--- config.mk ---
export PLATFORM = sky130hd
export DESIGN_NAME = ex_result_stage_flat
export DESIGN_NICKNAME = d
export VERILOG_FILES = /design/src/rtl/ex_result_stage_if.sv /design/src/rtl/ex_result_stage.sv /design/src/flat_wrapper.sv
export SDC_FILE = /design/constraint.sdc
export NUM_CORES = 1
export LEC_CHECK = 0
export CAP_MARGIN = 20
export CORE_ASPECT_RATIO = 0.9
export CORE_MARGIN = 2
export CORE_UTILIZATION = 45
export DETAILED_ROUTE_END_ITERATION = 8
export PLACE_DENSITY = 0.82
export SETUP_SLACK_MARGIN = 0.02
export SLEW_MARGIN = 15
export SYNTH_ARGS = -nofsm -noshare
export SYNTH_HDL_FRONTEND = slang
export SYNTH_SLANG_ARGS = --single-unit
--- constraint.sdc ---
create_clock -name clk -period 3.7 [get_ports clk]
set_clock_uncertainty 0.05 [all_clocks]
set_input_delay 0.925 -clock clk [delete_from_list [all_inputs] [get_ports clk]]
set_output_delay 0.925 -clock clk [all_outputs]
set_load 0.01 [all_outputs]
--- src/rtl/ex_result_stage_if.sv ---
// ex_result_stage_if: upstream ALU handshake, downstream writeback handshake
// and PC redirect signals of the execute result stage.
interface ex_result_stage_if #(
    parameter int unsigned XLEN = 32
);
    // Pipeline control
    logic            flush;

    // Upstream (ALU side)
    logic            in_valid;
    logic            in_ready;
    logic [XLEN-1:0] in_result;
    logic [XLEN-1:0] in_adder_out;
    logic            in_cmp_out;
    logic            in_zero;
    logic [XLEN-1:0] in_pc;
    logic            in_ilen2;
    logic [XLEN-1:0] in_br_target;
    logic [2:0]      in_br_type;
    logic [4:0]      in_rd;
    logic            in_reg_write;

    // Downstream (writeback side)
    logic            out_valid;
    logic            out_ready;
    logic [XLEN-1:0] out_wb_data;
    logic [4:0]      out_rd;
    logic            out_reg_write;

    // Fetch redirect
    logic            redirect_valid;
    logic [XLEN-1:0] redirect_pc;

    // Stage side
    modport slave (
        input  flush,
        input  in_valid,
        output in_ready,
        input  in_result,
        input  in_adder_out,
        input  in_cmp_out,
        input  in_zero,
        input  in_pc,
        input  in_ilen2,
        input  in_br_target,
        input  in_br_type,
        input  in_rd,
        input  in_reg_write,
        output out_valid,
        input  out_ready,
        output out_wb_data,
        output out_rd,
        output out_reg_write,
        output redirect_valid,
        output redirect_pc
    );

    // Surrounding pipeline side
    modport master (
        output flush,
        output in_valid,
        input  in_ready,
        output in_result,
        output in_adder_out,
        output in_cmp_out,
        output in_zero,
        output in_pc,
        output in_ilen2,
        output in_br_target,
        output in_br_type,
        output in_rd,
        output in_reg_write,
        input  out_valid,
        output out_ready,
        input  out_wb_data,
        input  out_rd,
        input  out_reg_write,
        input  redirect_valid,
        input  redirect_pc
    );
endinterface

--- src/rtl/ex_result_stage.sv ---
// ex_result_stage: registers ALU results, resolves branches/jumps into a
// one-cycle redirect pulse and buffers writeback entries in a two-entry skid
// buffer so the ALU is decoupled from writeback stalls at full throughput.
module ex_result_stage #(
    parameter int unsigned XLEN = 32
) (
    input  logic              clk,
    input  logic              rst,
    ex_result_stage_if.slave  bus
);

    localparam int unsigned RD_W = 5;

    localparam logic [2:0] BR_BEQ  = 3'd1;
    localparam logic [2:0] BR_BNE  = 3'd2;
    localparam logic [2:0] BR_BLT  = 3'd3;
    localparam logic [2:0] BR_BGE  = 3'd4;
    localparam logic [2:0] BR_JAL  = 3'd5;
    localparam logic [2:0] BR_JALR = 3'd6;

    typedef struct packed {
        logic [XLEN-1:0] wb_data;
        logic [RD_W-1:0] rd;
        logic            reg_write;
    } entry_t;

    // Buffer occupancy: main drives out_*, skid catches one entry under stall
    typedef enum logic [1:0] {
        ST_EMPTY = 2'd0,
        ST_MAIN  = 2'd1,
        ST_BOTH  = 2'd2
    } state_e;

    state_e          state_q;
    state_e          state_d;
    entry_t          main_q;
    entry_t          skid_q;
    entry_t          in_entry_c;
    logic            taken_c;
    logic [XLEN-1:0] target_c;
    logic [XLEN-1:0] link_c;
    logic            accept_c;
    logic            drain_c;
    logic            in_ready_c;
    logic            main_valid_c;
    logic            load_main_c;
    logic            load_skid_c;
    logic            move_skid_c;
    logic            redirect_valid_q;
    logic [XLEN-1:0] redirect_pc_q;

    assign in_ready_c   = (state_q != ST_BOTH);
    assign main_valid_c = (state_q != ST_EMPTY);
    assign accept_c     = bus.in_valid & in_ready_c & ~bus.flush & ~rst;
    assign drain_c      = main_valid_c & bus.out_ready;
    assign link_c       = bus.in_pc + (bus.in_ilen2 ? XLEN'(2) : XLEN'(4));

    // Branch resolution and writeback entry formation for the incoming op
    always_comb begin
        taken_c              = 1'b0;
        target_c             = {bus.in_br_target[XLEN-1:1], 1'b0};
        in_entry_c.wb_data   = bus.in_result;
        in_entry_c.rd        = bus.in_rd;
        in_entry_c.reg_write = bus.in_reg_write;
        case (bus.in_br_type)
            BR_BEQ: begin
                taken_c              = bus.in_zero;
                in_entry_c.reg_write = 1'b0;
            end
            BR_BNE: begin
                taken_c              = ~bus.in_zero;
                in_entry_c.reg_write = 1'b0;
            end
            BR_BLT: begin
                taken_c              = bus.in_cmp_out;
                in_entry_c.reg_write = 1'b0;
            end
            BR_BGE: begin
                taken_c              = ~bus.in_cmp_out;
                in_entry_c.reg_write = 1'b0;
            end
            BR_JAL, BR_JALR: begin
                taken_c            = 1'b1;
                target_c           = {bus.in_adder_out[XLEN-1:1], 1'b0};
                in_entry_c.wb_data = link_c;
            end
            default: begin
            end
        endcase
        // x0 is never written
        if (bus.in_rd == RD_W'(0)) begin
            in_entry_c.reg_write = 1'b0;
        end
    end

    // Occupancy next-state and buffer load controls
    always_comb begin
        state_d     = state_q;
        load_main_c = 1'b0;
        load_skid_c = 1'b0;
        move_skid_c = 1'b0;
        if (bus.flush) begin
            state_d = ST_EMPTY;
        end else begin
            case (state_q)
                ST_EMPTY: begin
                    if (accept_c) begin
                        load_main_c = 1'b1;
                        state_d     = ST_MAIN;
                    end
                end
                ST_MAIN: begin
                    if (accept_c && drain_c) begin
                        load_main_c = 1'b1;
                    end else if (accept_c) begin
                        load_skid_c = 1'b1;
                        state_d     = ST_BOTH;
                    end else if (drain_c) begin
                        state_d = ST_EMPTY;
                    end
                end
                ST_BOTH: begin
                    if (drain_c) begin
                        move_skid_c = 1'b1;
                        state_d     = ST_MAIN;
                    end
                end
                default: begin
                    state_d = ST_EMPTY;
                end
            endcase
        end
    end

    // Occupancy state register
    always_ff @(posedge clk) begin
        if (rst) begin
            state_q <= ST_EMPTY;
        end else begin
            state_q <= state_d;
        end
    end

    // Main and skid entry payload registers
    always_ff @(posedge clk) begin
        if (rst) begin
            main_q <= '0;
            skid_q <= '0;
        end else begin
            if (load_main_c) begin
                main_q <= in_entry_c;
            end else if (move_skid_c) begin
                main_q <= skid_q;
            end
            if (load_skid_c) begin
                skid_q <= in_entry_c;
            end
        end
    end

    // Redirect pulse, independent of downstream stalls
    always_ff @(posedge clk) begin
        if (rst) begin
            redirect_valid_q <= 1'b0;
            redirect_pc_q    <= '0;
        end else begin
            redirect_valid_q <= accept_c & taken_c;
            if (accept_c && taken_c) begin
                redirect_pc_q <= target_c;
            end
        end
    end

    assign bus.in_ready       = in_ready_c;
    assign bus.out_valid      = main_valid_c;
    assign bus.out_wb_data    = main_q.wb_data;
    assign bus.out_rd         = main_q.rd;
    assign bus.out_reg_write  = main_q.reg_write;
    assign bus.redirect_valid = redirect_valid_q;
    assign bus.redirect_pc    = redirect_pc_q;

endmodule

--- src/flat_wrapper.sv ---
// flat-port wrapper written by rule: the top's interface ports become plain ports
module ex_result_stage_flat 
#(
    parameter int unsigned XLEN = 32
)
  (clk, rst, bus_flush, bus_in_valid, bus_in_ready, bus_in_result, bus_in_adder_out, bus_in_cmp_out, bus_in_zero, bus_in_pc, bus_in_ilen2, bus_in_br_target, bus_in_br_type, bus_in_rd, bus_in_reg_write, bus_out_valid, bus_out_ready, bus_out_wb_data, bus_out_rd, bus_out_reg_write, bus_redirect_valid, bus_redirect_pc);
  ex_result_stage_if #(.XLEN(XLEN)) bus_i ();
  input  logic clk;
  input  logic rst;
  input wire logic [$bits(bus_i.flush)-1:0] bus_flush;
  input wire logic [$bits(bus_i.in_valid)-1:0] bus_in_valid;
  output wire logic [$bits(bus_i.in_ready)-1:0] bus_in_ready;
  input wire logic [$bits(bus_i.in_result)-1:0] bus_in_result;
  input wire logic [$bits(bus_i.in_adder_out)-1:0] bus_in_adder_out;
  input wire logic [$bits(bus_i.in_cmp_out)-1:0] bus_in_cmp_out;
  input wire logic [$bits(bus_i.in_zero)-1:0] bus_in_zero;
  input wire logic [$bits(bus_i.in_pc)-1:0] bus_in_pc;
  input wire logic [$bits(bus_i.in_ilen2)-1:0] bus_in_ilen2;
  input wire logic [$bits(bus_i.in_br_target)-1:0] bus_in_br_target;
  input wire logic [$bits(bus_i.in_br_type)-1:0] bus_in_br_type;
  input wire logic [$bits(bus_i.in_rd)-1:0] bus_in_rd;
  input wire logic [$bits(bus_i.in_reg_write)-1:0] bus_in_reg_write;
  output wire logic [$bits(bus_i.out_valid)-1:0] bus_out_valid;
  input wire logic [$bits(bus_i.out_ready)-1:0] bus_out_ready;
  output wire logic [$bits(bus_i.out_wb_data)-1:0] bus_out_wb_data;
  output wire logic [$bits(bus_i.out_rd)-1:0] bus_out_rd;
  output wire logic [$bits(bus_i.out_reg_write)-1:0] bus_out_reg_write;
  output wire logic [$bits(bus_i.redirect_valid)-1:0] bus_redirect_valid;
  output wire logic [$bits(bus_i.redirect_pc)-1:0] bus_redirect_pc;
  assign bus_i.flush = bus_flush;
  assign bus_i.in_valid = bus_in_valid;
  assign bus_in_ready = bus_i.in_ready;
  assign bus_i.in_result = bus_in_result;
  assign bus_i.in_adder_out = bus_in_adder_out;
  assign bus_i.in_cmp_out = bus_in_cmp_out;
  assign bus_i.in_zero = bus_in_zero;
  assign bus_i.in_pc = bus_in_pc;
  assign bus_i.in_ilen2 = bus_in_ilen2;
  assign bus_i.in_br_target = bus_in_br_target;
  assign bus_i.in_br_type = bus_in_br_type;
  assign bus_i.in_rd = bus_in_rd;
  assign bus_i.in_reg_write = bus_in_reg_write;
  assign bus_out_valid = bus_i.out_valid;
  assign bus_i.out_ready = bus_out_ready;
  assign bus_out_wb_data = bus_i.out_wb_data;
  assign bus_out_rd = bus_i.out_rd;
  assign bus_out_reg_write = bus_i.out_reg_write;
  assign bus_redirect_valid = bus_i.redirect_valid;
  assign bus_redirect_pc = bus_i.redirect_pc;
  ex_result_stage #(.XLEN(XLEN)) u_core (.clk(clk), .rst(rst), .bus(bus_i));
endmodule
==> results.py <==
metrics = {
    "outcome": {
        "status": "finished clean",
    },
    "timing": {
        "max_slew_margin": 0.369,
        "period_minus_slack_ns": 3.45,
        "slew_violations": 0,
        "hold_violations": 0,
        "min_period_over_period": 0.931,
        "tightest_slew_ns": 0.947,
        "rsz0062_at_grt": "false",
        "setup_viol_count_final": 0,
        "holdWs_ns": 0.409,
        "final.setup.tns_ns": 0,
        "max_freq_mhz": 290,
    },
    "cts": {
        "cts_max_level": 3,
        "clkSlewWorstSetupHoldPaths_ns": 0.07,
        "cts_setup_buffers": 0,
        "cts_tree": "done",
        "clk_latency_ns": 0.35,
        "root_buffer": "clkbuf_16",
        "cts.path.max_buffers": 2,
        "cts_made_buffers": 9,
        "cts_hold_buf": 0,
        "cts.sinks": 110,
        "cts_resized": 0,
    },
    "placed_design": {
        "dp_hpwl_um": 13400,
        "gp_congestion": 0.902,
        "port_buffers": 214,
        "placed_cells": 1082,
    },
    "pwr": {
        "irDropWorstVdd_mv": 0.239,
        "p_leak_nw": 2.92,
        "powerDensity_mw_per_mm2": 334,
        "finalPower_mw": 2.79,
    },
    "synth": {
        "synth_nets": 886,
        "yosys.area.top_type": "dfxtp_1",
        "yosysMostFrequentCell": "nand2_1",
        "async_flop_share": 0,
        "ys_types": 72,
        "synth_seq_cells": 110,
        "netlist.area_leader.share": 0.384,
        "synthCells": 738,
        "syn_area_per_cell_um2": 7.77,
        "ys_warn_count": 0,
        "synth_common_cells": "nand2_1, dfxtp_1, nor2_1",
        "synth_top_cells_by_area": "dfxtp_1, nand2_1, a311oi_1",
        "seq_area_frac_synth": 0.384,
        "syn_area_mm2": 0.00573,
        "synth_edf_count": 0,
        "synth-main-ff-cell": "dfxtp_1",
    },
    "min_path": {
        "worstHoldStart": "u_core.skid_q[15]",
        "hold_path_class": "register to register",
    },
    "finish": {
        "diodes": 0,
        "multiInputGateArea_mm2": 0.00326,
        "n_fill_cell": 1065,
        "area_growth_pct": 45.8,
        "drive_gt1_frac": 0.0675,
        "final_cells": 1097,
        "finalNetCount": 1077,
        "regArea_mm2": 0.00220,
    },
    "setup_path": {
        "crit_path_end_kind": "register",
        "path_class": "primary input to register",
        "crit_required_ns": 3.89,
        "cp_cell_sequence": "clkdlybuf4s50_1 -> ha_1 -> inv_1 -> fa_1 -> nand4b_1 -> or3_1 -> buf_4 -> o211ai_1 -> nor3b_1 -> a21oi_1",
        "critPathArrivalTime_ns": 3.63,
        "setup.worst_path.start": "bus_in_ilen2",
        "r2r_start": "u_core.state_q[1]",
        "slowest_delay_ns": 0.50,
        "crit_slowest_cell": "clkdlybuf4s50_1",
        "cp-start-kind": "primary input",
        "cp_max_fo": 6,
    },
    "routing": {
        "drt-initial-drc-count": 653,
        "drcViolationCount": 0,
        "postRouteAntennaNets": 0,
        "wire_per_inst_um": 17.3,
        "via_per_inst": 5.73,
        "firstDrtPassIters": 5,
        "vias": 6283,
        "routed_wl_um": 19000,
    },
    "global_routing": {
        "grt_overflow": 0,
        "track_usage": 0.274,
        "antenna_found_initial": 0,
        "grt_pass1_wl_um": 29600,
        "grt_pass1_vias": 5724,
        "grt_max_degree": 83,
    },
    "floorplan": {
        "die_x_um": 123,
        "rows": 39,
        "initial_core_util": 0.455,
        "core_mm2": 0.0126,
        "ios": 218,
        "dieArea_mm2": 0.0137,
        "die_h_um": 111,
    },
    "run": {
        "drv_cap": 0,
    },
}
final timing paths:
path	endpoint	slack [ns]	cells past startpoint
setup reg to reg	u_core.bus.out_wb_data[20]	1.69	5
hold / removal	u_core.skid_q[15]	0.41	2
hold reg to reg	u_core.skid_q[15]	0.41	2
setup / recovery	u_core.bus.out_wb_data[27]	0.25	10
registers in the layout, summed over array words and instances (netlist names):
signal / count
u_core.bus.redirect_valid: 1
u_core.state_q: 2
u_core.bus.out_reg_write: 1
u_core.bus.redirect_pc: 31
u_core.bus.out_rd: 5
u_core.skid_q: 38
u_core.bus.out_wb_data: 32
worst max-delay path, delay by kind of cell:
family,cells,cell delay (ns)
compound gates,2,0.26
fa+ha+maj,2,0.60
buf+inv,3,0.76
simple gates,3,1.08
routing by layer:
layer | track usage | up-vias | wire [um]
met1 | 0.369 | 2898 | 8230
li1 | - | 3039 | -
met4 | 0.0939 | 0 | 462
met3 | 0.0720 | 43 | 1670
met5 | 0 | - | 0
met2 | 0.421 | 303 | 8640
logic make-up (layout without fill, tap and decap cells):
kind of cell / after synthesis / in the layout / share of synthesized area
and+or+nand+nor: 334 / 334 / 0.270
buffers and inverters: 73 / 268 / 0.0521
AOI/OAI and AO/OA: 188 / 188 / 0.238
xor gates and xnor gates: 17 / 17 / 0.0260
DFF: 110 / 110 / 0.384
other: 1 / 1 / 0.000654
adders and majority gates: 3 / 3 / 0.00785
muxes: 12 / 12 / 0.0214
layout by cell type (no fill, tap or decap), drive strengths merged, types with 4 or more instances in the layout:
master           n
clkdlybuf4s50  213
nand2          158
dfxtp          110
nor2            73
a21oi           41
a311oi          40
buf             27
a211oi          22
nand3           21
o21ai           19
nor3            14
and3            13
inv             12
nor4            12
clkbuf          11
mux2i           10
xor2             9
xnor2            8
o211ai           7
a31oi            7
or4              7
a21o             6
o31ai            6
nand4            6
o221ai           5
or2              5
and2             5
nor2b            4
o22ai            4
or3              4
report_power, final:
| group | internal, mW | switching, mW |
|---|---|---|
| clock | 0.538 | 0.441 |
| sequential | 1.22 | 0.0232 |
| combinational | 0.297 | 0.266 |
| total | 2.06 | 0.730 |
stage by stage:
step           instance area [um2]   util  setup WS [ns]
5_1_grt                       8360  0.664          0.211
4_1_cts                       8360  0.664          0.349
6_report                      8360  0.664          0.254
2_1_floorplan                 5730      -          0.618
3_3_place_gp                  8070  0.641         0.0375
3_5_place_dp                  8070  0.641        -0.0105
cell type report:
| class | instances | share of cell area |
|---|---|---|
| multi-input combinational | 555 | 0.390 |
| timing repair buffer | 240 | 0.282 |
| sequential | 110 | 0.263 |
| clock buffer | 11 | 0.0290 |
| tap | 164 | 0.0245 |
| inverter | 13 | 0.00583 |
| clock inverter | 4 | 0.00569 |
No activity file was read; power rests on OpenSTA's default activity.
